`src/rtl/pipe_stage_reg.sv`:
```
// Inter-stage pipeline register with valid/ready handshake, optional skid entry,
// synchronous flush to bubbles and a saturating back-pressure counter.
module pipe_stage_reg #(
  parameter int                DATA_W      = 64,
  parameter int                CTRL_W      = 16,
  parameter int                SKID        = 1,
  parameter logic [CTRL_W-1:0] BUBBLE_CTRL = '0,
  parameter int                CNT_W       = 16
) (
  input  logic              clk,
  input  logic              rst,
  input  logic              in_valid,
  output logic              in_ready,
  input  logic [DATA_W-1:0] in_data,
  input  logic [CTRL_W-1:0] in_ctrl,
  input  logic              flush,
  output logic              out_valid,
  input  logic              out_ready,
  output logic [DATA_W-1:0] out_data,
  output logic [CTRL_W-1:0] out_ctrl,
  output logic [1:0]        occupancy,
  output logic [CNT_W-1:0]  stall_cnt
);

  logic              main_valid_q, main_valid_d;
  logic [DATA_W-1:0] main_data_q,  main_data_d;
  logic [CTRL_W-1:0] main_ctrl_q,  main_ctrl_d;
  logic              skid_valid_q, skid_valid_d;
  logic [DATA_W-1:0] skid_data_q,  skid_data_d;
  logic [CTRL_W-1:0] skid_ctrl_q,  skid_ctrl_d;
  logic              rdy_q,        rdy_d;
  logic [CNT_W-1:0]  stall_cnt_q,  stall_cnt_d;
  logic              accept, pop;

  // rdy_q is low through reset, so nothing is accepted until one edge after release.
  // With a skid entry it is purely registered; without one it also tracks out_ready.
  always_comb begin
    if (flush)
      in_ready = 1'b0;
    else if (SKID != 0)
      in_ready = rdy_q;
    else
      in_ready = rdy_q & (~main_valid_q | out_ready);
  end

  assign accept    = in_valid & in_ready;
  assign pop       = main_valid_q & out_ready;
  assign out_valid = main_valid_q;
  assign out_data  = main_data_q;
  assign out_ctrl  = main_valid_q ? main_ctrl_q : BUBBLE_CTRL;
  assign occupancy = {1'b0, main_valid_q} + {1'b0, skid_valid_q};
  assign stall_cnt = stall_cnt_q;

  always_comb begin
    main_valid_d = main_valid_q;
    main_data_d  = main_data_q;
    main_ctrl_d  = main_ctrl_q;
    skid_valid_d = skid_valid_q;
    skid_data_d  = skid_data_q;
    skid_ctrl_d  = skid_ctrl_q;
    stall_cnt_d  = stall_cnt_q;

    if (main_valid_q && !out_ready && (stall_cnt_q != {CNT_W{1'b1}}))
      stall_cnt_d = stall_cnt_q + 1'b1;

    if (flush) begin
      // Data is left in place; only valid and ctrl are scrubbed.
      main_valid_d = 1'b0;
      skid_valid_d = 1'b0;
      main_ctrl_d  = BUBBLE_CTRL;
      skid_ctrl_d  = BUBBLE_CTRL;
    end else if (SKID != 0) begin
      if (skid_valid_q) begin
        if (pop) begin
          main_data_d  = skid_data_q;
          main_ctrl_d  = skid_ctrl_q;
          skid_valid_d = 1'b0;
        end
      end else if (main_valid_q) begin
        if (accept && pop) begin
          main_data_d = in_data;
          main_ctrl_d = in_ctrl;
        end else if (accept) begin
          skid_valid_d = 1'b1;
          skid_data_d  = in_data;
          skid_ctrl_d  = in_ctrl;
        end else if (pop) begin
          main_valid_d = 1'b0;
        end
      end else if (accept) begin
        main_valid_d = 1'b1;
        main_data_d  = in_data;
        main_ctrl_d  = in_ctrl;
      end
    end else begin
      if (accept) begin
        main_valid_d = 1'b1;
        main_data_d  = in_data;
        main_ctrl_d  = in_ctrl;
      end else if (pop) begin
        main_valid_d = 1'b0;
      end
    end

    rdy_d = (SKID != 0) ? ~skid_valid_d : 1'b1;
  end

  always_ff @(posedge clk or posedge rst) begin
    if (rst) begin
      main_valid_q <= 1'b0;
      main_data_q  <= '0;
      main_ctrl_q  <= BUBBLE_CTRL;
      skid_valid_q <= 1'b0;
      skid_data_q  <= '0;
      skid_ctrl_q  <= BUBBLE_CTRL;
      rdy_q        <= 1'b0;
      stall_cnt_q  <= '0;
    end else begin
      main_valid_q <= main_valid_d;
      main_data_q  <= main_data_d;
      main_ctrl_q  <= main_ctrl_d;
      skid_valid_q <= skid_valid_d;
      skid_data_q  <= skid_data_d;
      skid_ctrl_q  <= skid_ctrl_d;
      rdy_q        <= rdy_d;
      stall_cnt_q  <= stall_cnt_d;
    end
  end

endmodule

```
`config.mk`:
```
export PLATFORM = sky130hd
export DESIGN_NAME = pipe_stage_reg
export DESIGN_NICKNAME = d
export VERILOG_FILES = /design/src/rtl/pipe_stage_reg.sv
export SDC_FILE = /design/constraint.sdc
export NUM_CORES = 1
export LEC_CHECK = 0
export CAP_MARGIN = 0
export CELL_PAD_IN_SITES_DETAIL_PLACEMENT = 1
export CELL_PAD_IN_SITES_GLOBAL_PLACEMENT = 2
export CORE_AREA = 4 4 156 158
export CTS_CLUSTER_DIAMETER = 30
export DETAILED_ROUTE_END_ITERATION = 12
export DIE_AREA = 0 0 160 162
export PLACE_DENSITY = 0.89
export SLEW_MARGIN = 20
export SYNTH_ARGS = -nofsm -noshare
export SYNTH_HDL_FRONTEND = slang
export SYNTH_SLANG_ARGS = --single-unit
```
`constraint.sdc`:
```
create_clock -name clk -period 14.3 [get_ports clk]
set_input_delay 2.145 -clock clk [delete_from_list [all_inputs] [get_ports clk]]
set_output_delay 2.145 -clock clk [all_outputs]
set_load 0.005 [all_outputs]
```
==> Implementation_results.wiki <==
{| class="wikitable"
! Metric !! Value
|-
| Final weighted congestion in routability-driven placement || 0.721
|-
| FFs w/ async S/R, synth || 100%
|-
| Seq/Total Area, Yosys || 54.6%
|-
| Antenna cell count || 0
|-
| Unrepaired setup endpoints after global routing || false
|-
| Number of enable-type register cells in the synthesized netlist || 0
|-
| Count of endpoints failing setup in the final report || 0
|-
| Period Utilization, post-route || 39.7%
|-
| Buffer count from post-CTS setup fixing || 0
|-
| HPWL after DPL || 13.3 mm
|-
| Iteration-0 DRC count of the detailed router || 225
|-
| Distinct cells, synth || 39
|-
| Met2 WL post-DR || 9.80 mm
|-
| Total power per unit cell area || 142 nW/µm²
|-
| Worst Setup End Kind || output pin
|-
| Residual overflow from global routing || 0
|-
| Slowest CP cell || sky130_fd_sc_hd__clkdlybuf4s50_1
|-
| Number of cells produced by synthesis || 668
|-
| Hold crit path type || flip-flop to flip-flop
|-
| Worst flop-to-flop path endpoint || skid_data_q[61]$_DFFE_PP0P_
|-
| Worst relative slew slack || 40.7%
|-
| Number of gates given a new drive strength after cts || 0
|-
| Setup_tns || 0 ns
|-
| Hold slack || 0.478 ns
|-
| CTS tree || yes
|-
| Arrival time worst endpoint || 3.54 ns
|-
| H-tree levels || 4
|-
| Depth of the worst register-to-register path || 5
|-
| Launching instance or port of the critical path || flush
|-
| Via count of the first global-routing pass || 6078
|-
| Shortest period the worst path allows || 5.68 ns
|-
| Die H || 162 µm
|-
| DRC Markers || 0
|-
| CTS clk-pin slew, worst paths || 0.07 ns
|-
| Clk sinks || 179
|-
| Last element of the critical path || in_ready
|-
| Count of nets after finishing || 922
|-
| Multi-input gate area in the final layout || 3410 µm²
|-
| Number of hold-repair buffers added at the cts stage || 0
|-
| Effective utilization at floorplan || 35.5%
|-
| CTS Buffer Depth || 2
|-
| CP dominant cell by count || sky130_fd_sc_hd__clkdlybuf4s50_1
|-
| Crit path required time || 12.15 ns
|-
| Post-synthesis average cell area || 12.3 µm²
|-
| Count of maximum capacitance violations || 0
|-
| Insertion delay of the later-clocked pin in the worst-skew pair || 0.42 ns
|-
| Placed instance area || 10200 µm²
|-
| FP Rows || 56
|-
| Most repeated cell in the gate-level netlist after synthesis || sky130_fd_sc_hd__dfrtp_1
|-
| Initial antenna violation count || 1
|-
| Worst reg2reg startpoint || out_valid$_DFFE_PP0P_
|-
| Gate family responsible for the most delay along the worst path || buffers and inverters
|-
| Global-route wire length before repair || 33.3 mm
|-
| Layout area overhead || 30.8%
|-
| Wire length on met3 || 940 µm
|-
| Cell type with the largest total area after synthesis || sky130_fd_sc_hd__dfrtp_1
|-
| Flops & latches, synth || 179
|-
| Average wire length per cell after detail routing || 17.8 µm
|-
| Total design power || 0.00152 W
|-
| Maximum fanout along the worst path || 38
|-
| Critical hold path startpoint || out_data[31]$_DFFE_PP0P_
|-
| Commonest cells in the synthesized netlist || sky130_fd_sc_hd__dfrtp_1 (179), sky130_fd_sc_hd__nand2_1 (100), sky130_fd_sc_hd__mux2i_1 (80), sky130_fd_sc_hd__o21ai_0 (62), sky130_fd_sc_hd__mux2_4 (60)
|-
| Most frequently used flop master after synthesis || sky130_fd_sc_hd__dfrtp_1
|-
| Port Buf Inserts || 184
|-
| Worst clock skew || 0.0128 ns
|-
| Maximum number of pins on one net before global-route repair || 105
|-
| Number of nets with antenna violations after detailed routing || 0
|-
| Ratio of cells with drive above 1 in the final layout || 14.9%
|-
| Total clock buffers created by CTS || 17
|-
| Slack of the worst reg-to-reg path || 10.82 ns
|-
| Launching element type of the critical path || input port
|-
| Total length of routed wires || 20.2 mm
|-
| Buffers plus inverters on the worst setup path || 3
|-
| Synth Warn # || 0
|-
| Levels on crit path || 4
|-
| Synthesized netlist net count || 757
|-
| Die span in x || 160 µm
|-
| Slew of the pin with the lowest slew margin || 0.890 ns
|-
| I/O pins || 185
|-
| Clk Tree Root Cell || sky130_fd_sc_hd__clkbuf_16
|-
| Share of Yosys cell area claimed by the top area cell type || 54.6%
|-
| Status || finished, final reports clean
|-
| Overall global routing resource usage || 15.8%
|-
| LEAKAGE || 4.51 nW
|-
| Post-Route M1 WL || 9.28 mm
|-
| Final Max Slew Viols || 0
|-
| Final hold violation count || 0
|-
| Netlist area before placement || 8200 µm²
|-
| Top Layer Used || met5
|-
| Worst vdd ir || 64.9 µV
|-
| Detailed-route vias per instance || 4.86
|-
| Delay of the slowest critical-path stage || 0.47 ns
|-
| Leading cell types by total area after synthesis || sky130_fd_sc_hd__dfrtp_1 (55%), sky130_fd_sc_hd__mux2_4 (11%), sky130_fd_sc_hd__mux2i_1 (9.8%)
|-
| Number of vias in the routed layout || 5521
|-
| Die area || 25900 µm²
|-
| Fillers || 2452
|-
| Final Instance Area || 10700 µm²
|-
| Cell-by-cell listing of the critical path || clkdlybuf4s50_1 > buf_4 > nor2b_1 > clkdlybuf4s50_1
|-
| Maximum clock frequency || 176 MHz
|-
| Critical setup path kind || input port to output pin
|-
| Core region area || 23100 µm²
|-
| FF+latch area || 4480 µm²
|-
| Iteration count of the initial detailed-routing pass || 4
|}
==> through the flow <==
| stage | setup slack [ns] | util [%] | instances |
|---|---|---|---|
| 2_1_floorplan | 7.30 | - | 668 |
| 3_3_place_gp | 8.59 | 43.9 | 1104 |
| 3_5_place_dp | 8.62 | 43.9 | 1104 |
| 4_1_cts | 8.60 | 46.4 | 1136 |
| 5_1_grt | 8.54 | 46.4 | 1136 |
| 6_report | 8.62 | 46.4 | 1136 |
==> sequential cells by signal, indices dropped and copies added (netlist names) <==
register and count:
skid_ctrl_q 16, out_data 64, rdy_q 1, main_ctrl_q 16, skid_data_q 64, stall_cnt 16, skid_valid_q 1, out_valid 1
==> worst register-to-register path: cells and delay by family, from the launching register on <==
kind	cells	cell delay (ns)
muxes	1	0.42
buffers and inverters	1	0.68
and+or+nand+nor	3	1.38
DFF	1	0.88
==> worst min path at each step <==
stage                                 endpoint  depth (start not counted)  slack (ns)
floorplan           main_ctrl_q[0]$_DFFE_PP0P_                          1        0.47
global placement      out_data[52]$_DFFE_PP0P_                          2        0.46
detailed placement    out_data[56]$_DFFE_PP0P_                          2        0.47
CTS                   out_data[31]$_DFFE_PP0P_                          2        0.48
global route        main_ctrl_q[4]$_DFFE_PP0P_                          1        0.52
finish                out_data[31]$_DFFE_PP0P_                          2        0.48
==> cell families after synthesis <==
family                     Yosys count  synth area share [%]
AOI/OAI and AO/OA                   99                  6.42
buffers and inverters               48                  3.88
xor gates and xnor gates            12                  1.28
adders and majority gates            4                 0.610
DFF                                179                  54.6
muxes                              163                  23.9
and+or+nand+nor                    163                  9.26
==> cell type report <==
cell class / instances / share of cell area, %
Multi-Input combinational cell: 441 / 31.8
Inverter: 5 / 0.245
Clock inverter: 13 / 1.17
Sequential cell: 179 / 41.8
Tap cell: 290 / 3.38
Clock buffer: 19 / 4.04
Timing Repair Buffer: 189 / 17.6
==> power breakdown <==
group          internal [W]  leakage (nW)  switching (W)
Clock              0.000243         0.262       0.000209
Combinational      0.000237          1.99       0.000126
Sequential         0.000626          2.26      0.0000789
Total               0.00111          4.51       0.000414
==> layout by cell type, fill, tap and decap left out, drive strengths merged, types with 4 or more instances in the layout <==
| cell type | n |
|---|---|
| nor2 | 21 |
| o21ai | 71 |
| clkinvlp | 4 |
| nand2 | 100 |
| mux2 | 83 |
| dfrtp | 179 |
| inv | 9 |
| xnor2 | 12 |
| and2 | 18 |
| a21oi | 18 |
| clkbuf | 19 |
| and3 | 4 |
| clkdlybuf4s50 | 184 |
| ha | 4 |
| nand3 | 4 |
| buf | 5 |
| clkinv | 4 |
| mux2i | 80 |
| nand4 | 6 |
==> layer usage <==
layer  vias up  track usage, %
met4         2            3.75
met2       113            26.0
met1      2761            21.1
li1       2634               -
met5         -               0
met3        11            3.96
Power figures use the tool's default switching activity.
